**config.mk**
```make
export PLATFORM = sky130hd
export DESIGN_NAME = decode_stage_pipe
export DESIGN_NICKNAME = d
export VERILOG_FILES = /design/src/rtl/decode_stage_pipe.sv
export SDC_FILE = /design/constraint.sdc
export NUM_CORES = 1
export LEC_CHECK = 0
export ABC_AREA = 1
export BUFFER_PORTS_ARGS = -buffer_cell sky130_fd_sc_hd__buf_4
export CAP_MARGIN = 20
export CORE_MARGIN = 5
export CORE_UTILIZATION = 62
export CTS_BUF_LIST = sky130_fd_sc_hd__clkbuf_4 sky130_fd_sc_hd__clkbuf_8
export DETAILED_ROUTE_END_ITERATION = 8
export PLACE_DENSITY = 0.88
export SLEW_MARGIN = 10
export SYNTH_ARGS = -nofsm -noshare
export SYNTH_HDL_FRONTEND = slang
export SYNTH_SLANG_ARGS = --single-unit
export TNS_END_PERCENT = 50
```
**constraint.sdc**
```tcl
create_clock -name clk -period 18.2 [get_ports clk]
set_clock_uncertainty 0.2 [all_clocks]
set_input_delay 0.91 -clock clk [delete_from_list [all_inputs] [get_ports clk]]
set_output_delay 0.91 -clock clk [all_outputs]
set_load 0.02 [all_outputs]
```
**src/rtl/decode_stage_pipe.sv**
```systemverilog
// Registered RV32I decode stage with valid/ready input, 1-entry skid buffer, stall hold and jump flush.
// Optional M-extension decode of OP/funct7=0000001 is enabled by defining MULDIV_EN.
module decode_stage_pipe #(
  parameter int XLEN            = 32,
  parameter bit ZERO_RD_INVALID = 1'b1
) (
  input  logic            clk,
  input  logic            rst,
  input  logic            in_valid,
  output logic            in_ready,
  input  logic [31:0]     inst,
  input  logic [XLEN-1:0] addr,
  input  logic [XLEN-1:0] dataA,
  input  logic [XLEN-1:0] dataB,
  input  logic            jmp,
  input  logic            stall,
  output logic            out_valid,
  output logic [5:0]      func,
  output logic [1:0]      variant,
  output logic [4:0]      rs1,
  output logic [4:0]      rs2,
  output logic [4:0]      rd,
  output logic            rs1v,
  output logic            rs2v,
  output logic            rdv,
  output logic [XLEN-1:0] left,
  output logic [XLEN-1:0] right,
  output logic [XLEN-1:0] extra,
  output logic [XLEN-1:0] out_addr
);

  localparam logic [6:0] OP_REG    = 7'b0110011;
  localparam logic [6:0] OP_IMM    = 7'b0010011;
  localparam logic [6:0] OP_LOAD   = 7'b0000011;
  localparam logic [6:0] OP_STORE  = 7'b0100011;
  localparam logic [6:0] OP_BRANCH = 7'b1100011;
  localparam logic [6:0] OP_JAL    = 7'b1101111;
  localparam logic [6:0] OP_JALR   = 7'b1100111;
  localparam logic [6:0] OP_LUI    = 7'b0110111;
  localparam logic [6:0] OP_AUIPC  = 7'b0010111;
  localparam logic [6:0] OP_SYSTEM = 7'b1110011;
  localparam logic [6:0] OP_FENCE  = 7'b0001111;

  localparam logic [2:0] CL_ALUR  = 3'd0;
  localparam logic [2:0] CL_ALUI  = 3'd1;
  localparam logic [2:0] CL_LOAD  = 3'd2;
  localparam logic [2:0] CL_STORE = 3'd3;
  localparam logic [2:0] CL_BR    = 3'd4;
  localparam logic [2:0] CL_JMP   = 3'd5;
  localparam logic [2:0] CL_UPPER = 3'd6;
  localparam logic [2:0] CL_MISC  = 3'd7;

  localparam logic [1:0] V_NORM = 2'd0;
  localparam logic [1:0] V_ALT  = 2'd1;
  localparam logic [1:0] V_MUL  = 2'd2;

  typedef struct packed {
    logic [5:0]      func;
    logic [1:0]      variant;
    logic [4:0]      rs1;
    logic [4:0]      rs2;
    logic [4:0]      rd;
    logic            rs1v;
    logic            rs2v;
    logic            rdv;
    logic [XLEN-1:0] left;
    logic [XLEN-1:0] right;
    logic [XLEN-1:0] extra;
    logic [XLEN-1:0] pc;
  } bundle_t;

  function automatic logic signed [XLEN-1:0] sext32(input logic signed [31:0] v);
    return XLEN'(v);
  endfunction

  function automatic bundle_t decode(input logic [31:0]     i,
                                     input logic [XLEN-1:0] pc,
                                     input logic [XLEN-1:0] a,
                                     input logic [XLEN-1:0] b);
    bundle_t                d;
    logic                   ill;
    logic [6:0]             op;
    logic [2:0]             f3;
    logic [6:0]             f7;
    logic signed [31:0]     imm_i, imm_s, imm_b, imm_u, imm_j;
    logic [XLEN-1:0]        link;
    op    = i[6:0];
    f3    = i[14:12];
    f7    = i[31:25];
    imm_i = {{20{i[31]}}, i[31:20]};
    imm_s = {{20{i[31]}}, i[31:25], i[11:7]};
    imm_b = {{19{i[31]}}, i[31], i[7], i[30:25], i[11:8], 1'b0};
    imm_u = {i[31:12], 12'b0};
    imm_j = {{11{i[31]}}, i[31], i[19:12], i[20], i[30:21], 1'b0};
    link  = pc + XLEN'(4);
    d     = '0;
    d.rs1 = i[19:15];
    d.rs2 = i[24:20];
    d.rd  = i[11:7];
    d.pc  = pc;
    ill   = 1'b0;
    case (op)
      OP_REG: begin
        d.func = {CL_ALUR, f3};
        d.rs1v = 1'b1; d.rs2v = 1'b1; d.rdv = 1'b1;
        d.left = a;    d.right = b;
        if (f7 == 7'b0000000)
          d.variant = V_NORM;
        else if (f7 == 7'b0100000 && (f3 == 3'b000 || f3 == 3'b101))
          d.variant = V_ALT;
`ifdef MULDIV_EN
        else if (f7 == 7'b0000001)
          d.variant = V_MUL;
`endif
        else
          ill = 1'b1;
      end
      OP_IMM: begin
        d.func  = {CL_ALUI, f3};
        d.rs1v  = 1'b1; d.rdv = 1'b1;
        d.left  = a;
        d.right = sext32(imm_i);
        // shift-immediates reuse the upper imm bits as funct7
        if (f3 == 3'b001)
          ill = (f7 != 7'b0000000);
        else if (f3 == 3'b101) begin
          if (f7 == 7'b0100000)      d.variant = V_ALT;
          else if (f7 != 7'b0000000) ill = 1'b1;
        end
      end
      OP_LOAD: begin
        d.func  = {CL_LOAD, f3};
        d.rs1v  = 1'b1; d.rdv = 1'b1;
        d.left  = a;
        d.right = sext32(imm_i);
        ill     = (f3 == 3'b011) || (f3[2:1] == 2'b11);
      end
      OP_STORE: begin
        d.func  = {CL_STORE, f3};
        d.rs1v  = 1'b1; d.rs2v = 1'b1;
        d.left  = a;
        d.right = sext32(imm_s);
        d.extra = b;
        ill     = f3[2] || (f3[1:0] == 2'b11);
      end
      OP_BRANCH: begin
        d.func  = {CL_BR, f3};
        d.rs1v  = 1'b1; d.rs2v = 1'b1;
        d.left  = a;    d.right = b;
        d.extra = sext32(imm_b);
        ill     = (f3[2:1] == 2'b01);
      end
      OP_JAL: begin
        d.func  = {CL_JMP, 3'd0};
        d.rdv   = 1'b1;
        d.left  = pc;
        d.right = sext32(imm_j);
        d.extra = link;
      end
      OP_JALR: begin
        d.func  = {CL_JMP, 3'd1};
        d.rs1v  = 1'b1; d.rdv = 1'b1;
        d.left  = a;
        d.right = sext32(imm_i);
        d.extra = link;
        ill     = (f3 != 3'b000);
      end
      OP_LUI: begin
        d.func  = {CL_UPPER, 3'd0};
        d.rdv   = 1'b1;
        d.right = sext32(imm_u);
      end
      OP_AUIPC: begin
        d.func  = {CL_UPPER, 3'd1};
        d.rdv   = 1'b1;
        d.left  = pc;
        d.right = sext32(imm_u);
      end
      OP_SYSTEM, OP_FENCE: d.func = {CL_MISC, 3'd1};
      default:             ill = 1'b1;
    endcase
    if (ill) begin
      d.func    = {CL_MISC, 3'd0};
      d.variant = V_NORM;
      d.rs1v    = 1'b0; d.rs2v  = 1'b0; d.rdv   = 1'b0;
      d.left    = '0;   d.right = '0;   d.extra = '0;
    end
    if (ZERO_RD_INVALID && d.rd == 5'd0)
      d.rdv = 1'b0;
    return d;
  endfunction

  bundle_t dec_p0;
  bundle_t skid_p1;
  bundle_t out_p1;
  logic    vld_p1;
  logic    skid_vld_p1;
  logic    accept;
  logic    capture;

  // Stage 0: decode the incoming instruction with the operands read this cycle
  assign in_ready = !skid_vld_p1 && !rst;
  assign accept   = in_valid && in_ready;
  assign capture  = accept && vld_p1 && stall && !jmp;
  assign dec_p0   = decode(inst, addr, dataA, dataB);

  // Stage 1: output register and skid entry
  always_ff @(posedge clk) begin
    if (rst) begin
      vld_p1      <= 1'b0;
      skid_vld_p1 <= 1'b0;
      out_p1      <= '0;
    end else if (jmp) begin
      vld_p1      <= 1'b0;
      skid_vld_p1 <= 1'b0;
    end else if (!vld_p1 || !stall) begin
      if (skid_vld_p1) begin
        out_p1      <= skid_p1;
        vld_p1      <= 1'b1;
        skid_vld_p1 <= 1'b0;
      end else if (accept) begin
        out_p1 <= dec_p0;
        vld_p1 <= 1'b1;
      end else begin
        vld_p1 <= 1'b0;
      end
    end else if (accept) begin
      skid_vld_p1 <= 1'b1;
    end
  end

  always_ff @(posedge clk) begin
    if (capture)
      skid_p1 <= dec_p0;
  end

  assign out_valid = vld_p1;
  assign func      = out_p1.func;
  assign variant   = out_p1.variant;
  assign rs1       = out_p1.rs1;
  assign rs2       = out_p1.rs2;
  assign rd        = out_p1.rd;
  assign rs1v      = out_p1.rs1v;
  assign rs2v      = out_p1.rs2v;
  assign rdv       = out_p1.rdv;
  assign left      = out_p1.left;
  assign right     = out_p1.right;
  assign extra     = out_p1.extra;
  assign out_addr  = out_p1.pc;

endmodule

```
==> impl_results.rst <==
.. list-table::
   :header-rows: 1

   * - Metric
     - Value
   * - Static leakage
     - 7.91 nW
   * - Number of primary I/O pins
     - a little under 300
   * - Synthesized area per cell
     - between 7 and 8 sq um
   * - Fin Setup TNS
     - 0 ns
   * - Critical path type
     - primary input to flop
   * - Endpoint arrival time on the critical path
     - around 4.3 ns
   * - Share of total power consumed by net switching
     - 0.256
   * - Clock-pin slew reported for the worst setup and hold paths after clock tree synthesis
     - ~0.060 ns
   * - Final Cycle Share
     - 0.220
   * - Number of antenna violations at the first check in global routing
     - 2
   * - Area taken by multi-input logic gates
     - 0.00592 sq mm
   * - Outcome
     - finished, final reports clean
   * - Placement Rows
     - between 50 and 60
   * - Post-synthesis sequential area ratio
     - 0.531
   * - Fillers
     - ~1,800
   * - Netlist area before placement
     - 0.0145 sq mm
   * - Number of violations of the max-capacitance limit
     - 0
   * - Fmax
     - approximately 250 MHz
   * - Number of buffers added by the clock tree synthesis step
     - 50
   * - Slew Limit Headroom
     - 0.272
   * - Top post-synthesis cells by count
     - 553 x nand2_1, 223 x a21oi_1, 182 x nor2_1, 155 x dfxtp_1, 153 x edfxtp_1
   * - Number of warnings issued by yosys
     - 0
   * - Portion of total power attributed to the clock network
     - 0.408
   * - Remaining design rule violation count
     - 0
   * - Portion of synthesized cell area occupied by the leading cell type
     - 0.317
   * - Post-CTS setup-driven buffer insertion count
     - 0
   * - Final estimated routing congestion in global placement
     - 0.938
   * - First-iteration detailed-routing DRC count
     - around 2,200
   * - Worst min path class
     - flop to flop
   * - Clock Root Buffer
     - clkbuf_8
   * - Worst hold path endpoint
     - extra[30]
   * - Final core occ
     - 0.763
   * - Startpoint class of the critical path
     - primary input
   * - Initial core utilization
     - 0.624
   * - Post-detailed-route wirelength per cell
     - 20.1 microns
   * - Peak ir drop on the vdd network
     - about 0.070 mV
   * - Net switching power
     - 383 uW
   * - TritonCTS clock tree
     - yes
   * - CP Data Required Time
     - between 15 and 20 ns
   * - Later-pin clock latency in the skew report
     - 0.60 ns
   * - Final number of hold-violating endpoints
     - 0
   * - Maximum number of pins on one net before global-route repair
     - about 130
   * - Global routing usage summed across all routing layers
     - 0.356
   * - # H-tree levels
     - 2
   * - Internal
     - 1.11 mW
   * - Synthesized netlist net count
     - 1,994
   * - TritonRoute pass-1 iters
     - 6
   * - Count of inserted antenna diode cells
     - 0
   * - Count of buffers inserted at the top-level ports
     - 287
   * - GRT overflow
     - 0
   * - Number of stages on the worst hold path
     - 2
   * - Worst Hold Launch
     - extra[30]
   * - Worst slew pin tran
     - 1.09 ns
   * - Core outline area
     - roughly 0.023 sq mm
   * - Die Area
     - 0.0266 sq mm
   * - Via count of the first global-routing pass
     - 13,600
   * - Cell types with the largest area share after synthesis
     - edfxtp_1 32%, dfxtp_1 21%, nand2_1 14%
   * - Length in cells of the worst reg-to-reg path
     - 7
   * - Die Span X
     - ~160 microns
   * - Critical Path End Type
     - flop
   * - Endpoint of the most critical register-to-register path
     - out_addr[28]
   * - Number of vias per cell after detailed routing
     - 5.97
   * - Post-synthesis cell count
     - 1,860
   * - RSZ-0062 raised after global routing
     - false
   * - Logic pwr share
     - 0.095
   * - Flip-flop and latch count after synthesis
     - 308
   * - Setup violators final
     - 0
   * - NumNets Final
     - 2,224
   * - Clock sink total
     - 308
   * - Number of distinct library cells after synthesis
     - 38
   * - Die boundary height
     - 163 microns
   * - Total area of sequential cells
     - 0.00770 sq mm
   * - Least setup slack across all paths after layout
     - 14.19 ns
   * - Number of antenna-violating nets in the routed design
     - 0
   * - Growth of design area from synthesis to finish
     - 22.3%
   * - Total count of max-transition violations in the final report
     - 0
   * - Most instantiated library cell after synthesis
     - nand2_1
   * - Pre-CTS setup slack
     - 13.41 ns
   * - Setup slack of the most critical reg-to-reg path
     - 14.31 ns
   * - Period minus WS final
     - 4.01 ns
   * - Total Wirelength
     - about 49,000 microns
   * - Vias
     - approximately 15,000
   * - FF-to-FF Start
     - skid_vld_p1
   * - Leading register cell type out of synthesis
     - dfxtp_1
   * - Bufs on Longest Clock Path
     - 3
   * - HPWL reported at the end of detailed placement
     - 33,200 microns
   * - Number of flops mapped to enable cells by yosys
     - 153
   * - Total of cells resized after clock tree synthesis
     - 0
   * - Fraction of final layout cells with drive strength greater than 1
     - 0.198
   * - Cell taking the most area after synthesis
     - edfxtp_1
   * - Count of hold-fix buffers inserted at cts
     - 0
   * - PwrDens
     - 84.4 mW/mm^2
   * - Share of flip-flops with an asynchronous set or reset after synthesis
     - 0
   * - Share of power burned in registers
     - 0.498
   * - Wire length of the first global-routing pass
     - between 70,000 and 80,000 microns
   * - Largest driver fanout on the critical path
     - 87
[placed cells by master, fill, tap and decap left out, types with 2 or more instances in the layout]
| cell | synthesis | layout |
|---|---|---|
| a21oi_1 | 223 | 222 |
| a221oi_1 | 2 | 2 |
| a22oi_1 | 5 | 5 |
| a31oi_1 | 53 | 53 |
| buf_4 | 2 | 299 |
| clkbuf_4 | 0 | 26 |
| clkbuf_8 | 0 | 53 |
| clkinv_1 | 1 | 3 |
| clkinv_2 | 0 | 6 |
| dfxtp_1 | 155 | 154 |
| edfxtp_1 | 153 | 153 |
| inv_1 | 102 | 100 |
| inv_2 | 7 | 8 |
| inv_6 | 0 | 2 |
| inv_8 | 0 | 2 |
| nand2_1 | 553 | 553 |
| nand2_2 | 2 | 2 |
| nand3_1 | 89 | 88 |
| nand3b_1 | 3 | 3 |
| nand4_1 | 23 | 23 |
| nor2_1 | 182 | 180 |
| nor2_2 | 7 | 8 |
| nor2_4 | 1 | 2 |
| nor3_1 | 4 | 4 |
| o211ai_1 | 6 | 6 |
| o21ai_0 | 135 | 135 |
| o21ai_1 | 6 | 6 |
| o21bai_1 | 7 | 7 |
| o22ai_1 | 3 | 3 |
| or2_2 | 6 | 6 |
[through the flow]
stage	total power [mW]	std cells	hold slack, ns	cell area [sq um]
after floorplan	0.822	1860	0.307	14500
after CTS	1.49	2448	0.265	17700
after detailed placement	0.897	2355	0.256	16700
after global routing	1.54	2450	0.284	17700
final	1.50	2450	0.265	17700
after global placement	0.895	2355	0.254	16700
[worst max path at each step]
stage                 start  slack (ns)      endpoint  cells after the start
floorplan               rst        9.46    skid_p1[0]                      4
global placement    inst[1]       13.58   skid_p1[75]                     11
detailed placement  inst[1]       13.41   skid_p1[75]                     11
CTS                 inst[1]       14.03   skid_p1[75]                     11
global route            rst       13.93  out_addr[23]                      9
finish                  rst       14.19  out_addr[28]                      9
[final cells by class]
type | instances | area share
inverter | 110 | 0.0237
sequential | 308 | 0.434
timing repair buffer | 301 | 0.129
multi-input combinational | 1319 | 0.334
tap | 319 | 0.0225
clock inverter | 14 | 0.00501
clock buffer | 79 | 0.0521
[registers in the layout, indices dropped and copies added, names as in the netlist, 5 cells and up]
signal    cells
skid_p1     153
right        32
func          6
out_addr     32
rs2           5
rd            5
extra        32
rs1           5
left         32
[routing by layer]
| metal | share of wire | vias up | track usage | wire (microns) |
|---|---|---|---|---|
| li1 | - | 6693 | - | - |
| met1 | 0.39 | 6820 | 0.515 | 19400 |
| met2 | 0.45 | 988 | 0.548 | 22300 |
| met3 | 0.12 | 130 | 0.0635 | 5910 |
| met4 | 0.032 | 2 | 0.115 | 1580 |
| met5 | 0.00026 | - | 0 | 13 |
[critical path, cell delays in order]
cell and delay [ns]:
buf_4 0.28, inv_2 0.11, a21oi_1 0.06, inv_1 0.13, nand3_4 0.69, inv_4 0.87, buf_4 0.74, o21ai_0 0.18
a31oi_1 0.23
[cell families after synthesis]
| logic type | Yosys count | synth area share |
|---|---|---|
| fa+ha+maj | 1 | 0.000862 |
| flops | 308 | 0.531 |
| other cells | 1 | 0.000259 |
| buf+inv | 233 | 0.0630 |
| simple gates | 872 | 0.242 |
| compound gates | 445 | 0.163 |
[power groups by stage]
stage          registers, mW  clock network, mW  logic, mW
4_1_cts                0.745              0.609      0.139
3_5_place_dp           0.759                  0      0.138
5_1_grt                0.746              0.645      0.151
3_3_place_gp           0.759                  0      0.136
6_report               0.745              0.610      0.142
2_1_floorplan          0.773                  0     0.0499
(Power assumes the default switching activity.)
